## config.mk

```make
export PLATFORM = sky130hd
export DESIGN_NAME = external_bus_responder
export DESIGN_NICKNAME = d
export VERILOG_FILES = /design/src/rtl/external_bus_responder.sv
export SDC_FILE = /design/constraint.sdc
export NUM_CORES = 2
export LEC_CHECK = 0
export CAP_MARGIN = 40
export CORE_ASPECT_RATIO = 1.2
export CORE_MARGIN = 4
export CORE_UTILIZATION = 40
export DETAILED_ROUTE_END_ITERATION = 8
export GPL_TIMING_DRIVEN = 0
export SLEW_MARGIN = 15
export SYNTH_ARGS = -nofsm -noshare
export SYNTH_HDL_FRONTEND = slang
export SYNTH_SLANG_ARGS = --single-unit
```

## constraint.sdc

```tcl
create_clock -name clk -period 5.4 [get_ports clk]
set_clock_uncertainty 0.05 [all_clocks]
set_input_delay 0.54 -clock clk [delete_from_list [all_inputs] [get_ports clk]]
set_output_delay 0.54 -clock clk [all_outputs]
set_load 0.02 [all_outputs]
```

## src/rtl/external_bus_responder.sv

```systemverilog
// rtl/external_bus_responder.sv - external bus responder: RAM, output port, vector table, wait states
module external_bus_responder #(
   parameter int          MEM_DEPTH    = 256,
   parameter int          WAIT_STATES  = 1,
   parameter logic [15:0] PORT_ADDR    = 16'h4000,
   parameter logic [15:0] NMI_VECTOR   = 16'hFFF0,
   parameter logic [15:0] RESET_VECTOR = 16'h8000,
   parameter logic [15:0] IRQ_VECTOR   = 16'hFFF8
) (
   input  logic       clk,
   input  logic       nrst,
   input  logic [7:0] addressLow,
   input  logic [7:0] addressHigh,
   input  logic [7:0] dataFromCPU,
   input  logic       writeEnable,
   input  logic       accessValid,
   output logic [7:0] dataToCPU,
   output logic       ready,
   output logic [7:0] portOut,
   output logic       busError
);
   localparam int AW = $clog2(MEM_DEPTH);

   typedef enum logic [1:0] {S_IDLE, S_WAIT, S_ACCESS} state_t;

   state_t      r_state;
   state_t      w_next_state;
   logic [3:0]  r_count;
   logic [3:0]  w_next_count;
   logic [15:0] r_addr;
   logic [7:0]  r_wdata;
   logic        r_we;
   logic [7:0]  r_mem [MEM_DEPTH];
   logic [7:0]  r_rdata;
   logic [7:0]  r_port;
   logic        r_err;
   logic        w_accept;
   logic        w_commit;
   logic        w_is_vec;
   logic        w_is_port;
   logic        w_is_ram;
   logic [15:0] w_vec;
   logic [7:0]  w_vec_byte;

   assign w_accept = (r_state == S_IDLE) && accessValid;
   assign w_commit = (r_state == S_ACCESS);

   always_comb begin
      w_next_state = r_state;
      w_next_count = r_count;
      case (r_state)
         S_IDLE: begin
            if (accessValid) begin
               if (WAIT_STATES == 0) begin
                  w_next_state = S_ACCESS;
               end else begin
                  w_next_state = S_WAIT;
                  w_next_count = 4'(WAIT_STATES);
               end
            end
         end
         S_WAIT: begin
            w_next_count = r_count - 4'd1;
            if (r_count == 4'd1) w_next_state = S_ACCESS;
         end
         S_ACCESS: w_next_state = S_IDLE;
         default:  w_next_state = S_IDLE;
      endcase
   end

   always_ff @(posedge clk) begin
      if (nrst) begin
         r_state <= S_IDLE;
         r_count <= 4'd0;
      end else begin
         r_state <= w_next_state;
         r_count <= w_next_count;
      end
   end

   // Request is captured once at acceptance; the core may change the bus afterwards.
   always_ff @(posedge clk) begin
      if (nrst) begin
         r_addr  <= 16'h0000;
         r_wdata <= 8'h00;
         r_we    <= 1'b0;
      end else if (w_accept) begin
         r_addr  <= {addressHigh, addressLow};
         r_wdata <= dataFromCPU;
         r_we    <= writeEnable;
      end
   end

   // Vector table and port win over RAM when ranges overlap.
   assign w_is_vec   = (r_addr >= 16'hFFFA);
   assign w_is_port  = !w_is_vec && (r_addr == PORT_ADDR);
   assign w_is_ram   = !w_is_vec && !w_is_port && (r_addr < 16'(MEM_DEPTH));
   assign w_vec      = (r_addr[2:1] == 2'b01) ? NMI_VECTOR :
                       (r_addr[2:1] == 2'b10) ? RESET_VECTOR : IRQ_VECTOR;
   assign w_vec_byte = r_addr[0] ? w_vec[15:8] : w_vec[7:0];

   always_ff @(posedge clk) begin
      if (nrst) begin
         r_rdata <= 8'h00;
         r_port  <= 8'h00;
         r_err   <= 1'b0;
      end else if (w_commit) begin
         if (w_is_vec) begin
            if (!r_we) r_rdata <= w_vec_byte;
         end else if (w_is_port) begin
            if (r_we) r_port <= r_wdata;
            else      r_rdata <= r_port;
         end else if (w_is_ram) begin
            if (!r_we) r_rdata <= r_mem[r_addr[AW-1:0]];
         end else begin
            r_err <= 1'b1;
            if (!r_we) r_rdata <= 8'hFF;
         end
      end
   end

   always_ff @(posedge clk) begin
      if (!nrst && w_commit && w_is_ram && r_we) r_mem[r_addr[AW-1:0]] <= r_wdata;
   end

   assign ready     = (r_state == S_IDLE);
   assign dataToCPU = r_rdata;
   assign portOut   = r_port;
   assign busError  = r_err;
endmodule

```

==> results by group <==
Yosys
  – Yosys warnings: 0
  – Async set or reset register ratio after synthesis: 0%
  – Ys flop type: edfxtp_1
  – Cell area after synthesis: 0.0825 mm²
  – Yosys reg bits: 2,104
  – Post-Syn Nets: 4,145
  – EDFF count, synth: 2,048
  – Post-synthesis area per instance: 20.0 µm²
  – Post-synthesis sequential area ratio: 75.9%
  – Synth unique cells: 71
  – Post-synthesis instance total: 4,114

Setup path
  – CP arrival: 6.46 ns
  – CP Launch Type: flip-flop
  – Most used cell, CP: buf_4
  – Slowest cell on the critical path: clkbuf_2
  – Setup Crit Path Kind: reg -> reg
  – CP required: 6.17 ns
  – Cell depth of the worst setup path: 12
  – Worst R2R Path Depth: 12
  – CP Cell Sequence: buf_4 -> buf_4 -> buf_4 -> nand2_1 -> clkbuf_2 -> clkbuf_1 -> o221ai_1 -> a21o_1 -> o2111ai_1 -> nor4b_1 -> nand3_1 -> nand4_1
  – Cell family with most CP delay: buffers and inverters
  – Max incr delay on CP: 0.62 ns
  – WP buf/inv: 5
  – Crit-path max FO: 10
  – Critical Path End Type: flip-flop

STA
  – Max Clk Rate: 0.176 GHz
  – Min Hold Slack: 0.179 ns
  – Final setup viols: 6
  – Final setup margin: -0.293 ns
  – RSZ-0062 raised after global routing: no
  – Final hold violations: 0
  – Slew Limit Fails: 0
  – Slew Limit Headroom: 28.7%
  – Final period util: 105%
  – Tightest Pin Transition: 1.06 ns
  – Final Critical Period: 5.69 ns

Clocking
  – CTS Buf Count: 197
  – TritonCTS Sinks: 2,104
  – Bufs on Longest Clock Path: 3
  – Worst skew pair latency: 0.90 ns
  – Clk slew on worst S/H paths: 0.08 ns
  – CTS tree: done
  – H-tree depth: 4
  – # Post-CTS Setup Buffers: 0
  – CTS Root Cell: clkbuf_16

Run
  – Max_cap viols: 0

Pwr
  – Peak supply drop: 0.325 mV
  – Final Power: 35.5 mW
  – Cell Pwr Density: 370 mW/mm²
  – Sw Ratio: 24.1%
  – Reg power frac: 51.1%
  – Sw Pwr: 8.57 mW
  – Clock share of power: 40.2%
  – Combinational power share: 8.7%
  – Leakage: 30.8 nW
  – Pint: 26.9 mW

Placement
  – Gpl congestion: 1.01
  – Post-DP HPWL: 223,000 µm
  – PortBufs: 44
  – DP Worst Slack: -0.495 ns

Layout
  – Multi-input gate area: 0.0184 mm²
  – Layout overhead on the synthesized area: 16.2%
  – Nets: 4,632
  – Filler cells: 17,016
  – Commonest non-fill, non-tap cell in the layout: edfxtp_1
  – Share of layout cells above drive strength 1: 25.4%
  – Most frequent cells in the layout: edfxtp_1, mux4_2, nor2_1
  – Reg area: 0.0627 mm²

Detailed routing
  – Post-DRT Antenna Nets: 0
  – DRC viols: 0
  – Routed wire per std cell: 43.9 µm
  – Drt first pass iters: 8
  – Routed WL: 328,000 µm
  – Vias post-DR: 49,048
  – Via/cell ratio: 6.57
  – DR iter-0 viols: 9,537

Min path
  – Hold WC Path Type: in -> reg
  – Hold depth: 3

Outcome
  – Failing checks: setup timing
  – Status: complete, but fails checks

Die
  – CORE AREA: 0.205 mm²
  – Die Y: 505 µm
  – Die area: 0.214 mm²
  – Effective utilization at floorplan: 40.2%
  – Placement Rows: 182
  – IO Pins: 46
  – Die W: 423 µm

Global routing
  – Total global-route track usage: 30.3%
  – Antenna violations before repair: 24
  – Pin count of the biggest net entering global routing: 88
  – First-pass GRT wire length: 429,000 µm
  – Grt ovf: 0
  – Vias in the first global route: 46,073
[area by class of cell]
class	instances	area share, %
clock buffer	246	5.48
sequential	2104	65.4
inverter	9	0.0352
clock inverter	119	1.30
tap	2668	3.48
buffer	247	1.66
timing repair buffer	290	3.47
multi-input combinational	1752	19.2
antenna	27	0.0705
[Yosys cell counts, types with 8 or more instances]
cell,number,share of area [%]
clkbuf_1,107,0.49
buf_4,32,0.29
nor2_1,340,1.5
a22oi_1,12,0.11
nor2b_1,17,0.13
o221ai_1,36,0.38
o22ai_1,52,0.39
a31oi_1,19,0.14
or3_1,14,0.11
and2_1,24,0.18
dfxtp_1,56,1.4
buf_8,10,0.18
nand2b_1,19,0.14
o21ai_0,32,0.19
edfxtp_1,2048,75
o211ai_1,9,0.082
mux2i_1,179,2.2
nand3_1,31,0.19
nor4_1,9,0.068
mux4_1,14,0.45
nand4_1,18,0.14
buf_2,59,0.36
a21oi_1,77,0.47
buf_1,9,0.041
mux4_2,458,13
mux2_2,18,0.25
a2111oi_0,8,0.085
a211oi_1,34,0.31
nand2_1,188,0.86
nor3_1,42,0.25
buf_6,28,0.38
[per-layer routing]
layer | vias to the layer above | global-route usage [%] | part of all wire [%]
met5 | - | 0 | 0.018
met4 | 8 | 22.8 | 9.3
met3 | 1120 | 10.3 | 13
met2 | 4392 | 44.8 | 44
met1 | 25601 | 36.8 | 33
li1 | 17927 | - | -
[metrics by stage]
| stage | instances | utilization, % | TNS (ns) | instance area, µm² |
|---|---|---|---|---|
| global placement | 6826 | 42.1 | -6010.51 | 86300 |
| floorplan | 4114 | - | 0 | 82500 |
| global route | 7439 | 46.7 | 0 | 95800 |
| finish | 7462 | 46.8 | -1.09 | 95900 |
| CTS | 7409 | 46.6 | 0 | 95500 |
| detailed placement | 7045 | 43.4 | -1.58 | 89000 |
[final timing paths]
path	startpoint	end	slack (ns)
hold / removal	addressHigh[1]	r_addr[9]$_SDFFE_PP0P_	0.18
setup / recovery	flip-flop	dataToCPU[6]$_SDFFE_PP0P_	-0.29
setup reg to reg	flip-flop	dataToCPU[6]$_SDFFE_PP0P_	-0.29
hold reg to reg	r_addr[12]$_SDFFE_PP0P_	r_addr[12]$_SDFFE_PP0P_	0.43
[kinds of logic (layout without fill, tap and decap cells)]
| family | Yosys count | after routing | synth area share [%] |
|---|---|---|---|
| buffers and inverters | 258 | 911 | 1.88 |
| and+or+nand+nor | 736 | 736 | 3.94 |
| muxes | 669 | 669 | 15.4 |
| DFF | 2104 | 2104 | 75.9 |
| adders and majority gates | 3 | 3 | 0.0455 |
| AOI/OAI and AO/OA | 344 | 344 | 2.85 |
| other | 0 | 27 | 0 |
[sequential cells by signal, summed over array words and instances, names as in the netlist, named ones only]
name,flops
r_we,1
r_count,4
r_state,2
dataToCPU,8
r_wdata,8
busError,1
r_mem,2048
portOut,8
r_addr,16
[power groups by stage]
stage / registers (mW) / clock network (mW) / logic [mW]
after floorplan: 18.6 / 0 / 1.17
after global placement: 18.9 / 0 / 2.51
after detailed placement: 18.5 / 0 / 2.94
after CTS: 18.1 / 14.3 / 2.95
after global routing: 18.1 / 14.9 / 3.04
final: 18.1 / 14.3 / 3.09
[what timing repair did]
| action | CTS | global route |
|---|---|---|
| gates resized for setup | 4 | 2 |
| setup endpoints to repair | 5 | 3 |
| cloned | 0 | 0 |
| hold buffers | 0 | 0 |
[worst min-delay path: stages]
cell,delay [ns]
clkdlybuf4s50_1,0.40
nand2_1,0.06
a21oi_1,0.06
No activity file was read; power rests on OpenSTA's default activity.
